**config.mk**
```make
export PLATFORM = sky130hd
export DESIGN_NAME = puf_crp_controller
export DESIGN_NICKNAME = d
export VERILOG_FILES = /design/src/rtl/puf_ctrl_pkg.sv /design/src/rtl/sync2.sv /design/src/rtl/puf_crp_controller.sv
export SDC_FILE = /design/constraint.sdc
export NUM_CORES = 1
export LEC_CHECK = 0
export CELL_PAD_IN_SITES_DETAIL_PLACEMENT = 1
export CELL_PAD_IN_SITES_GLOBAL_PLACEMENT = 1
export CORE_MARGIN = 2
export CORE_UTILIZATION = 48
export DETAILED_ROUTE_END_ITERATION = 12
export PLACE_DENSITY = 0.95
export SLEW_MARGIN = 5
export SYNTH_ARGS = -nofsm -noshare
export SYNTH_HDL_FRONTEND = slang
export SYNTH_SLANG_ARGS = --single-unit
export TNS_END_PERCENT = 30
```
**constraint.sdc**
```tcl
create_clock -name clk -period 4.7 [get_ports clk]
set_input_delay 0.47 -clock clk [delete_from_list [all_inputs] [get_ports clk]]
set_output_delay 0.47 -clock clk [all_outputs]
set_load 0.1 [all_outputs]
```
**src/rtl/puf_ctrl_pkg.sv**
```systemverilog
// Shared types and helpers for the PUF challenge/response controller.
package puf_ctrl_pkg;

    typedef enum logic [2:0] {
        ST_IDLE    = 3'd0,
        ST_LOAD    = 3'd1,
        ST_FIRE    = 3'd2,
        ST_WAIT_HI = 3'd3,
        ST_SAMPLE  = 3'd4,
        ST_WAIT_LO = 3'd5,
        ST_DONE    = 3'd6,
        ST_ERR     = 3'd7
    } state_e;

    localparam logic [15:0] LFSR_TAPS_DEFAULT = 16'hB400;

    // One Galois LFSR step on a right-aligned register of up to 64 bits;
    // callers zero-extend their register and taps and truncate the result.
    function automatic logic [63:0] lfsr_step(input logic [63:0] cur, input logic [63:0] taps);
        logic [63:0] shifted;
        shifted = {1'b0, cur[63:1]};
        if (cur[0]) begin
            return shifted ^ taps;
        end else begin
            return shifted;
        end
    endfunction

endpackage

```
**src/rtl/sync2.sv**
```systemverilog
// Two-flop synchronizer for a single asynchronous input bit.
module sync2 (
    input  logic clk,
    input  logic rst_n,
    input  logic d,
    output logic q
);

    logic meta_q;

    // Capture the asynchronous input and let the first stage resolve.
    always_ff @(posedge clk or negedge rst_n) begin
        if (!rst_n) begin
            meta_q <= 1'b0;
            q      <= 1'b0;
        end else begin
            meta_q <= d;
            q      <= meta_q;
        end
    end

endmodule

```
**src/rtl/puf_crp_controller.sv**
```systemverilog
// Drives LFSR challenges into the PUF, handshakes on its ready line and
// packs the sampled response bits (first bit in the MSB) into one word.
module puf_crp_controller
    import puf_ctrl_pkg::*;
#(
    parameter int             N         = 16,
    parameter int             M         = 32,
    parameter int             SETTLE    = 4,
    parameter int             TIMEOUT   = 255,
    parameter logic [N-1:0]   LFSR_TAPS = N'(LFSR_TAPS_DEFAULT)
) (
    input  logic         clk,
    input  logic         rst_n,
    input  logic         start,
    input  logic [N-1:0] seed,
    output logic [N-1:0] challenge,
    output logic         tig_signal,
    input  logic         puf_resp_ready,
    input  logic         puf_resp_bit,
    output logic         busy,
    output logic         resp_valid,
    output logic [M-1:0] resp_word,
    output logic         timeout_err
);

    localparam int IW      = $clog2(M + 1);
    localparam int CNT_MAX = (TIMEOUT > SETTLE) ? TIMEOUT : SETTLE;
    localparam int CW      = $clog2(CNT_MAX + 1);

    localparam logic [N-1:0]  ONE_N  = {{(N-1){1'b0}}, 1'b1};
    localparam logic [N-1:0]  ZERO_N = {N{1'b0}};
    localparam logic [M-1:0]  ZERO_M = {M{1'b0}};
    localparam logic [IW-1:0] ZERO_I = {IW{1'b0}};
    localparam logic [CW-1:0] ZERO_C = {CW{1'b0}};

    state_e        state_q, state_d;
    logic [N-1:0]  lfsr_q, lfsr_d;
    logic [N-1:0]  challenge_q, challenge_d;
    logic          tig_q, tig_d;
    logic          busy_q, busy_d;
    logic          valid_q, valid_d;
    logic [M-1:0]  word_q, word_d;
    logic [M-1:0]  shreg_q, shreg_d;
    logic          terr_q, terr_d;
    logic [IW-1:0] idx_q, idx_d;
    logic [CW-1:0] cnt_q, cnt_d;
    logic [N-1:0]  seed_eff;
    logic [N-1:0]  lfsr_next;
    logic          rdy_s;
    logic          bit_s;

    sync2 u_sync_rdy (.clk(clk), .rst_n(rst_n), .d(puf_resp_ready), .q(rdy_s));
    sync2 u_sync_bit (.clk(clk), .rst_n(rst_n), .d(puf_resp_bit),   .q(bit_s));

    // Next-state and datapath decisions; all PUF-side inputs are synchronized.
    always_comb begin
        state_d     = state_q;
        lfsr_d      = lfsr_q;
        challenge_d = challenge_q;
        tig_d       = tig_q;
        valid_d     = 1'b0;
        word_d      = word_q;
        shreg_d     = shreg_q;
        terr_d      = terr_q;
        idx_d       = idx_q;
        cnt_d       = cnt_q;
        seed_eff    = (seed == ZERO_N) ? ONE_N : seed;
        lfsr_next   = N'(lfsr_step(64'(lfsr_q), 64'(LFSR_TAPS)));

        case (state_q)
            ST_IDLE: begin
                if (start) begin
                    lfsr_d      = seed_eff;
                    challenge_d = seed_eff;
                    idx_d       = ZERO_I;
                    terr_d      = 1'b0;
                    shreg_d     = ZERO_M;
                    cnt_d       = ZERO_C;
                    state_d     = ST_LOAD;
                end else begin
                    state_d = ST_IDLE;
                end
            end
            ST_LOAD: begin
                if (cnt_q == CW'(SETTLE - 1)) begin
                    state_d = ST_FIRE;
                end else begin
                    cnt_d = cnt_q + CW'(1);
                end
            end
            ST_FIRE: begin
                tig_d   = 1'b1;
                cnt_d   = ZERO_C;
                state_d = ST_WAIT_HI;
            end
            ST_WAIT_HI: begin
                if (rdy_s) begin
                    state_d = ST_SAMPLE;
                end else if (cnt_q == CW'(TIMEOUT)) begin
                    state_d = ST_ERR;
                end else begin
                    cnt_d = cnt_q + CW'(1);
                end
            end
            ST_SAMPLE: begin
                shreg_d = {shreg_q[M-2:0], bit_s};
                idx_d   = idx_q + IW'(1);
                lfsr_d  = lfsr_next;
                tig_d   = 1'b0;
                cnt_d   = ZERO_C;
                state_d = ST_WAIT_LO;
            end
            ST_WAIT_LO: begin
                if (!rdy_s) begin
                    if (idx_q == IW'(M)) begin
                        state_d = ST_DONE;
                    end else begin
                        // Challenge only moves here, while the trigger is low.
                        challenge_d = lfsr_q;
                        cnt_d       = ZERO_C;
                        state_d     = ST_LOAD;
                    end
                end else if (cnt_q == CW'(TIMEOUT)) begin
                    state_d = ST_ERR;
                end else begin
                    cnt_d = cnt_q + CW'(1);
                end
            end
            ST_DONE: begin
                word_d  = shreg_q;
                valid_d = 1'b1;
                state_d = ST_IDLE;
            end
            ST_ERR: begin
                terr_d  = 1'b1;
                tig_d   = 1'b0;
                state_d = ST_IDLE;
            end
            default: begin
                tig_d   = 1'b0;
                state_d = ST_IDLE;
            end
        endcase

        busy_d = (state_d != ST_IDLE);
    end

    // State and output registers; reset aborts any batch immediately.
    always_ff @(posedge clk or negedge rst_n) begin
        if (!rst_n) begin
            state_q     <= ST_IDLE;
            lfsr_q      <= ZERO_N;
            challenge_q <= ZERO_N;
            tig_q       <= 1'b0;
            busy_q      <= 1'b0;
            valid_q     <= 1'b0;
            word_q      <= ZERO_M;
            shreg_q     <= ZERO_M;
            terr_q      <= 1'b0;
            idx_q       <= ZERO_I;
            cnt_q       <= ZERO_C;
        end else begin
            state_q     <= state_d;
            lfsr_q      <= lfsr_d;
            challenge_q <= challenge_d;
            tig_q       <= tig_d;
            busy_q      <= busy_d;
            valid_q     <= valid_d;
            word_q      <= word_d;
            shreg_q     <= shreg_d;
            terr_q      <= terr_d;
            idx_q       <= idx_d;
            cnt_q       <= cnt_d;
        end
    end

    assign challenge   = challenge_q;
    assign tig_signal  = tig_q;
    assign busy        = busy_q;
    assign resp_valid  = valid_q;
    assign resp_word   = word_q;
    assign timeout_err = terr_q;

endmodule

```
## Word-level counts from Yosys, hierarchy flattened

Cells that the tools add are included.

- Register bits: 121
- Input bits: 21
- Output and inout bits: 52
- Word-level logic and storage cells: 78

- Add/sub/neg operators: 2
- Equality and inequality tests: 16
- Mux-type cells: 29
- Bitwise gates (word level): 1
- Reductions and logical operators: 15

Operators by type and width:

| kind | number |
|---|---|
| two-way mux 16 bit | 5 |
| one-hot mux 16 bit (2 select lines) | 2 |
| one-hot mux 32 bit (2 select lines) | 1 |
| two-way mux 8 bit | 6 |
| one-hot mux 8 bit (5 select lines) | 1 |
| two-way mux 32 bit | 1 |
| one-hot mux 3 bit (7 select lines) | 1 |
| zero test 16 bit | 1 |
| two-way mux 3 bit | 5 |
| == test 3 bit, second input constant | 4 |
| one-hot mux 6 bit (2 select lines) | 1 |
| != test 2 bit, second input constant | 5 |
| adder 8 x 1 -> 8 bit, second input constant | 1 |
| == test 8 x 2 -> 1 bit, second input constant | 1 |
| == test 8 bit, second input constant | 1 |
| nonzero test 2 bit | 4 |
| adder 6 x 1 -> 6 bit, second input constant | 1 |
| == test 3 x 2 -> 1 bit, second input constant | 2 |
| == test 6 bit, second input constant | 1 |
| two-way mux 6 bit | 1 |
| OR reduction 2 bit | 3 |
| AND reduction 5 bit | 1 |
| nonzero test 5 bit | 1 |
| NOT 3 -> 4 bit | 1 |
| other kinds (8) | 12 |

## Depth between registers and ports, before layout

Gate-level depths: netlist (run 1).

- Word-level depth: 5
- Depth in mapped cells: 7
- Gate-level depth less buffers: 6

## Hierarchy

Synthesis (run 1) repeated with hierarchy kept, for this count alone.

- Cells, all modules: 491
- Area total of the unflattened synthesis: 5094.9 um^2

Modules (own cells, without submodules):

| module | times used | cells each | area an instance (um^2) | sequential area each (um^2) |
|---|---|---|---|---|
| puf_crp_controller | 1 | 487 | 4994.8 | 2927.8 |
| sync2 | 2 | 2 | 50.0 | 50.0 |

## Worst setup path before layout (run 1)

No wires, ideal clock.

- Kind: reg-to-reg
- From: register idx_q[0]
- To: register challenge_q[10] (netlist: challenge[10])
- Library setup time: 126 ps
- Arrival: 1822 ps
- Data required time: 4574 ps
- Path slack: 2752 ps
- Cell stages (with the launch flop): 8
- Buffers on the path: 1
- Clock period less this slack: 1948 ps
- Path through: dfrtp_1 inv_1 ha_1 or4b_4 o2111ai_4 a21oi_4 buf_12 mux2_4

- Longest elaborated chain between the ends: 3

Ends and longest elaborated chain:

| item | line | text |
|---|---|---|
| start, declared | puf_crp_controller.sv:45 | `logic [IW-1:0] idx_q, idx_d;` |
| start signal, assigned | puf_crp_controller.sv:172 | `idx_q <= idx_d;` |
| == test 6 bit | puf_crp_controller.sv:115 | `if (idx_q == IW'(M)) begin` |
| != test 2 bit (no line) | n/a |  |
| AND reduction 4 bit (no line) | n/a |  |
| end signal, assigned | puf_crp_controller.sv:165 | `challenge_q <= challenge_d;` |
| end, declared | puf_crp_controller.sv:38 | `logic [N-1:0] challenge_q, challenge_d;` |

No other way between the ends.
A chain may end at the register's enable or synchronous reset.

## Worst setup path after layout (run 1)

- From: register state_q[2]
- To: register cnt_q[7]

- Longest elaborated chain between the ends: 4
- Elaborated cells on any way between the ends: 14
- Classes of those cells: eq/ne (9); mux (1); reduce/logical (4)

Ends and longest elaborated chain:

| item | line | text |
|---|---|---|
| start, declared | puf_crp_controller.sv:36 | `state_e state_q, state_d;` |
| start signal, assigned | puf_crp_controller.sv:163 | `state_q <= state_d;` |
| == test 3 bit or == test 3 x 2 -> 1 bit (tied branches) | puf_crp_controller.sv:70 | `case (state_q)` |
| OR reduction 2 bit (no line) | n/a |  |
| nonzero test 5 bit (no line) | n/a |  |
| AND reduction 5 bit (no line) | n/a |  |
| end signal, assigned | puf_crp_controller.sv:173 | `cnt_q <= cnt_d;` |
| end, declared | puf_crp_controller.sv:46 | `logic [CW-1:0] cnt_q, cnt_d;` |

Several ways; a longest one is shown, not always the timed one.

==> flow_results.org, run 1 <==
** Run status
- The flow ran to the end, and the final reports show no timing, DRC or antenna violations.

** Timing
- Final-report hold violation count :: 0
- Summed over all failing endpoints, the final setup total negative slack is 0 ns.
- Setup violations remaining at the end of the flow were counted as 0.
- Max Clk Rate :: 0.315 GHz
- Post-route setup slack :: 1.53 ns
- Transition at the pin with the smallest max-transition slack :: 1.20 ns
- Headroom to the max-slew limit came out at 19.9%.
- The clock period could shrink to 3.17 ns.
- Setup repair after global routing left no endpoint under its margin.
- Count of pins over their slew limit :: 0
- Clock skew :: 0.00809 ns
- Portion of the clock cycle consumed by the worst path in the final layout :: 67.5%

** Placement
- DP Worst Slack :: 1.66 ns
- DPL Wire Length :: 9.15 mm
- Global placer's final weighted congestion :: 0.813
- Number of buffer cells added on primary ports :: 72

** Worst setup path
- Kind of start point of the critical path :: register
- Kind of critical path :: register to register
- List of cells traversed by the critical path :: nor3b_4 -> buf_4 -> o31a_1 -> nor2_1 -> a222oi_1
- The number of buffers and inverters on the critical path is 1.
- For the worst setup path, the data arrival time is 3.57 ns.
- CP top delay family :: simple AND/OR/NAND/NOR gates
- The worst register-to-register path begins at state_q[2].
- Highest net fanout along the worst path :: 29
- Critical R2R Capture :: cnt_q[7]
- At the worst endpoint, the required time is 5.10 ns.
- Element type at the critical path end :: register
- The number of cells on the worst reg-to-reg path is 5.
- Critical path's largest stage delay :: 0.95 ns
- The slowest stage of the critical path belongs to the cell sky130_fd_sc_hd__nor3b_4.
- Register-to-register setup slack :: 1.53 ns

** Power
- Seq pwr share :: 39.6%
- P_sw :: 565 uW
- VDD IR max :: 0.000268 V
- For this design the static power due to leakage is 0.00312 uW.
- Net switching fraction of the power :: 21.2%
- In this run, the combinational gates consume 2.4% of the power.
- The clock network burns 58.0% of the power.
- Power density over the cells :: 389 nW/um^2
- The internal portion of the total power is 2100 uW.

** Clocking
- Post-CTS Resized :: 0
- For this design, the CTS-stage hold fixing added 0 buffers.
- Clock latency on the worst-skew pair, taken at its later pin, is 0.53 ns.
- Setup repair bufs after CTS :: 0
- CTS saw 121 sinks.
- The H-tree was split into 4 levels.
- Worst-case clock buffer depth :: 2
- Clock-pin slew was measured on the worst setup and hold paths at 0.06 ns.
- TritonCTS created 17 clock buffers.
- TritonCTS built the clock tree.
- In this run the clock root is driven by a sky130_fd_sc_hd__clkbuf_8.

** GRT
- Global-route wire length before repair :: 26.9 mm
- GR Overflow Total :: 0
- Total global-route track usage :: 30.6%
- Initial antenna violation count :: 0
- Entering global routing, the biggest net connects 88 pins.
- The via count of the first global-routing pass came to 4568.

** Floorplanning
- The die covers 12000 um^2.
- Cell row count :: 38
- Initial cell density of the core :: 49.3%
- Count of pins on the block boundary :: 73
- In this run the vertical extent of the chip is 110 um.
- The die is 110 um wide.
- Core region area :: 10900 um^2

** Cells and area
- Count of inserted antenna diode cells :: 0
- Fill cells in the final layout number 1068.
- Area overhead of the layout relative to synthesis :: 27.5%
- Summing all flip-flop and latch instances after layout gives 3030 um^2.
- The multi-input combinational cells in the finished layout cover a total of 2180 um^2.
- Layout cells sized above 1 :: 22.2%
- The final layout contains 521 nets.

** Logic synthesis
- Number of enable-type register cells in the synthesized netlist :: 0
- Count leader, synth :: sky130_fd_sc_hd__dfrtp_1
- After synthesis, the largest area contributor takes up 56.4% of total cell area.
- Post-Syn Area :: 5370 um^2
- The commonest cells after synthesis are sky130_fd_sc_hd__dfrtp_1 (121), sky130_fd_sc_hd__mux2_2 (52), sky130_fd_sc_hd__nand2_1 (40).
- Yosys printed 0 warnings.
- Post-Syn Nets :: 455
- Of all cell types, the one taking the most synthesized area is sky130_fd_sc_hd__dfrtp_1.
- For this run, asynchronously set or reset flops after synthesis account for 100%.
- Synthesis handed over a netlist of 431 instances.
- Each instance of the synthesized netlist takes up on average 12.5 um^2.
- Sequential share of the synthesized area :: 56.4%
- The synthesized design contains 121 register bits.
- After synthesis, the netlist uses 63 different library cells.
- Dominant register cell in the synthesized netlist :: sky130_fd_sc_hd__dfrtp_1
- By area the synthesized netlist is led by sky130_fd_sc_hd__dfrtp_1 (56%), sky130_fd_sc_hd__mux2_2 (11%), sky130_fd_sc_hd__a22o_1 (5.7%), sky130_fd_sc_hd__mux2_4 (2.8%), sky130_fd_sc_hd__nand2_1 (2.8%).

** Drt
- Routed vias :: 4141
- Detail-routed net length per standard cell :: 26.3 um
- In this run the remaining antenna-violating nets after routing total 0.
- After detailed routing, the total wire length is 17.1 mm.
- DR vias/cell :: 6.37
- Total DRC errors in the routed layout :: 0
- For this run, the detailed router's first-pass iteration total came to 5.
- In this run, the number of DRC markers left after iteration 0 of detailed routing was 313.

** Job
- Number of max-capacitance violations reported :: 0

** Hold path
- Hold/Removal Path Class :: input port to asynchronous set/reset pin
## power by group through the flow
stage | sequential (uW) | combinational (uW) | clock (uW)
after floorplan | 1070 | 14.9 | 0
after global placement | 1070 | 57.8 | 0
after detailed placement | 1070 | 60.8 | 0
after CTS | 1060 | 64.1 | 1550
after global routing | 1060 | 68.7 | 1590
final | 1060 | 63.6 | 1550
## kinds of logic after synthesis
kind of cell | synth area share (%)
muxes | 13.9
DFF | 56.4
buffers and inverters | 3.29
adders and majority gates | 0.699
AOI/OAI and AO/OA | 15.1
xor gates and xnor gates | 0.489
and+or+nand+nor | 10.1
## metrics by stage
stage / instances / util, % / total power [uW] / instance area, um^2 / hold WS [ns]
2_1_floorplan: 431 / - / 1090 / 5370 / 0.174
3_3_place_gp: 618 / 56.6 / 1130 / 6160 / 0.338
3_5_place_dp: 618 / 56.6 / 1130 / 6160 / 0.337
4_1_cts: 650 / 62.8 / 2670 / 6840 / 0.189
5_1_grt: 650 / 62.8 / 2720 / 6840 / 0.238
6_report: 650 / 62.8 / 2660 / 6840 / 0.143
## routing by layer
metal  vias up  wire, um  track usage [%]
met5         -         0                0
met2       174      8740             50.4
met4         0       614             14.6
met3        58       750             7.41
met1      2174      6980             38.0
li1       1735         -                -
## flip-flops by register name, indices dropped and copies added (netlist names), 3 cells and up
signal and flops:
state_q 3, cnt_q 8, lfsr_q 16, resp_word 32
idx_q 6, challenge 16, shreg_q 32
## cells in the final DEF (no fill, tap or decap), types with 4 or more instances in the layout
| master | n |
|---|---|
| sky130_fd_sc_hd__bufinv_16 | 7 |
| sky130_fd_sc_hd__dfrtp_1 | 121 |
| sky130_fd_sc_hd__nand2b_1 | 5 |
| sky130_fd_sc_hd__a31oi_1 | 5 |
| sky130_fd_sc_hd__nor2_1 | 15 |
| sky130_fd_sc_hd__mux2_2 | 52 |
| sky130_fd_sc_hd__a22oi_1 | 13 |
| sky130_fd_sc_hd__nand4_1 | 7 |
| sky130_fd_sc_hd__nand2_1 | 40 |
| sky130_fd_sc_hd__nor4_1 | 4 |
| sky130_fd_sc_hd__inv_1 | 10 |
| sky130_fd_sc_hd__buf_4 | 4 |
| sky130_fd_sc_hd__a21oi_1 | 8 |
| sky130_fd_sc_hd__a22o_1 | 35 |
| sky130_fd_sc_hd__clkbuf_16 | 16 |
| sky130_fd_sc_hd__o21ai_0 | 14 |
| sky130_fd_sc_hd__mux2_4 | 10 |
| sky130_fd_sc_hd__clkdlybuf4s50_1 | 71 |
| sky130_fd_sc_hd__nand3_1 | 5 |
## area by class of cell
| class | count | share of cell area [%] |
|---|---|---|
| multi-input combinational | 272 | 31.8 |
| tap | 140 | 2.56 |
| sequential | 121 | 44.2 |
| inverter | 10 | 0.549 |
| clock buffer | 18 | 6.11 |
| timing repair buffer | 75 | 10.8 |
| clock inverter | 14 | 3.88 |
## how the worst max path moves through the flow
stage                     startpoint             to  slack (ns)  cells after the start
after floorplan             idx_q[0]  challenge[10]        2.75                      7
after global placement    state_q[2]       cnt_q[3]        1.94                      5
after detailed placement  state_q[2]       cnt_q[7]        1.66                      5
after CTS                 state_q[2]       cnt_q[2]        1.60                      5
after global routing      state_q[2]       cnt_q[7]        1.27                      5
final                     state_q[2]       cnt_q[7]        1.53                      5
No activity file was read; power rests on OpenSTA's default activity.
==> run 2: changes to the inputs <==
CORE_UTILIZATION = 40   (was 48)
PLACE_DENSITY = 0.88   (was 0.95)
clock period = 2.74 ns   (was 4.7 ns; I/O delays follow)
==> flow_results.org, run 2 (same netlist as run 1, synthesis figures left out) <==
** Timing
- The ratio of final minimum period to clock period is 86.1% (+19 points).
- The relative max-transition margin is 21.5% (+1.6 points).
- Max Clk Rate :: 0.424 GHz (+35%)
- Setup repair after global routing left no endpoint under its margin.
- Final-report hold violation count :: 0 (unchanged)
- The time the worst path needs with I/O delays and setup is 2.36 ns (-0.814 ns).
- The final setup violation count came to 0 (unchanged).
- The setup total negative slack came to 0 ns (unchanged).
- The max-slew violation total from the final report came to 0 (unchanged).
- Clock skew :: 0.00872 ns (+0.000630 ns)
- Transition at the pin with the smallest max-transition slack :: 1.17 ns (-0.0242 ns)

** Worst setup path
- The arrival time of data at the critical path endpoint was 2.65 ns (-0.92 ns).
- RR Startpoint :: state_q[1]
- The slowest stage of the critical path belongs to the cell sky130_fd_sc_hd__dfrtp_1.
- The worst-case reg-to-reg path depth came to 4 (-1).
- The sum of buffers and inverters on the critical path came to 0 (-1).
- The worst setup path is captured at a register.
- Number of gates on the worst path with buffers counted :: 4 (-1)
- The critical path starts at state_q[1].
- List of cells traversed by the critical path :: nor2b_1 -> o31ai_2 -> nand3_2 -> or3_1
- Kind of start point of the critical path :: register
- Critical path's largest stage delay :: 0.62 ns (-0.33 ns)
- The peak fanout along the critical path is 18 (-38%).
- Kind of critical path :: register to register
- CP top delay family :: simple AND/OR/NAND/NOR gates
- The required time reported for the critical path endpoint came to 3.03 ns (-2.07 ns).

** Cells and area
- From synthesis to final layout, the design area changed by 24.9%.
- Post-layout utilization of the core :: 50.8% (-12 points)
- The library cell used most frequently in the layout, excluding fill and tap cells, is sky130_fd_sc_hd__dfrtp_1.
- Number of nets in the finished design :: 528 (+1.3%)
- The sequential cell area came to 3030 um^2 (unchanged).
- The number of antenna diodes came to 0 (unchanged).
- Highest-count cells in the layout ignoring fill and taps :: sky130_fd_sc_hd__dfrtp_1 (121), sky130_fd_sc_hd__buf_4 (61), sky130_fd_sc_hd__mux2_2 (52)
- The fraction of layout cells with a size suffix above 1 is 32.2% (+10 points).
- Number of inserted filler cells in the final layout :: 1347 (+26%)
- The area used by multi-input combinational logic came to 2180 um^2 (unchanged).

** Clocking
- Worst-skew pair later-pin latency :: 0.42 ns (-0.11 ns)
- Worst-case clock buffer depth :: 2 (unchanged)
- The number of gates resized after CTS is 0 (unchanged).
- Sinks on Clock Net :: 121 (unchanged)
- The post-CTS setup-driven buffer insertion count is 0 (unchanged).
- The CTS buffer count came to 17 (unchanged).
- Clk slew on worst S/H paths :: 0.05 ns (about the same)
- H-Tree Level Count :: 4 (unchanged)
- TritonCTS built the clock tree.
- The tree is rooted in a sky130_fd_sc_hd__clkbuf_16.

** GRT
- Vias in the first global route :: 4139 (-9.4%)
- Global-route wire length before repair :: 22.2 mm (-18%)
- The remaining global-route overflow came to 0 (unchanged).
- The initial antenna violation count was 0 (unchanged).
- The pin count of the biggest net entering global routing came to 61 (-31%).
- The overall track demand over capacity in global routing is 20.0% (-11 points).

** Drt
- The final wirelength is 13.2 mm (-23%).
- Drt pass-1 iters :: 4 (-1)
- The detailed router's first-iteration violation count was 185 (-41%).
- The via count was 3842 (-7.2%).
- The via-per-instance ratio was 5.56 (-13%).
- Routed Antenna Nets :: 0 (unchanged)
- The average wire per cell in the routed design was 19.1 um (-27%).
- Total DRC errors in the routed layout :: 0 (unchanged)

** Floorplanning
- The die height is 120 um (+9.2%).
- Initial cell density of the core :: 40.7% (-8.6 points)
- The standard-cell row count is 42 (+11%).
- Core region area :: 13200 um^2 (+21%)
- The count of boundary I/O pins is 73 (unchanged).
- The full die area came to 14400 um^2 (+19%).
- The width of the die is 120 um (+9.2%).

** Power
- The power density of the placed cells is 604 nW/um^2 (+55%).
- The maximum resistive drop on vdd came to 0.000453 V (+69%).
- Leakage :: 0.00321 uW (+2.8%)
- The overall power was 4050 uW (+52%).

** Run status
- The flow ran to the end, and the final reports show no timing, DRC or antenna violations.

** Hold path
- The path class of the tightest hold or removal check is input port to asynchronous set/reset pin.

** Placement
- The count of port buffers added during placement was 72 (unchanged).
- DPL Wire Length :: 8.70 mm (-4.9%)
- Global placer's final weighted congestion :: 0.811 (-0.23%)

** Job
- Number of max-capacitance violations reported :: 0 (unchanged)
-- run 2: layout make-up --
| cell class | count | share of cell area [%] |
|---|---|---|
| tap | 176 | 3.28 |
| clock buffer | 23 | 6.98 |
| timing repair buffer | 82 | 10.1 |
| multi-input combinational | 272 | 32.5 |
| clock inverter | 7 | 1.42 |
| sequential | 121 | 45.2 |
| inverter | 10 | 0.560 |
-- run 2: final timing paths --
path	to	slack, ns
max	busy	0.38
min	resp_word[22]	0.29
max reg2reg	busy	0.38
min reg2reg	u_sync_bit.q	0.35
max in group asynchronous	shreg_q[9]	1.64
min in group clk	u_sync_rdy.meta_q	0.31
-- run 2: report_power, final --
group / internal (uW) / total, uW / switching (uW)
clock: 1370 / 2140 / 765
combinational: 45.2 / 105 / 59.5
sequential: 1800 / 1810 / 9.97
-- run 2: metrics by stage --
stage                     hold WS [ns]  worst slack, ns  instances  cell area (um^2)
after floorplan                -0.0216            0.792        431              5370
after global placement           0.176            0.555        660              6130
after detailed placement         0.185            0.431        660              6130
after CTS                        0.292            0.396        691              6710
after global routing             0.296            0.215        691              6710
final                            0.291            0.381        691              6710
-- run 2: timing repair --
item	CTS	global route
endpoints found under the setup margin	0	0
endpoints found under the hold margin	19	0
hold buffers	1	0
-- run 2: layer usage --
layer	global-route usage (%)	up-vias	part of all wire, %
li1	-	1739	-
met1	26.5	1991	45
met2	31.1	94	49
met3	5.66	18	4.0
met4	7.94	0	1.8
met5	0	-	0
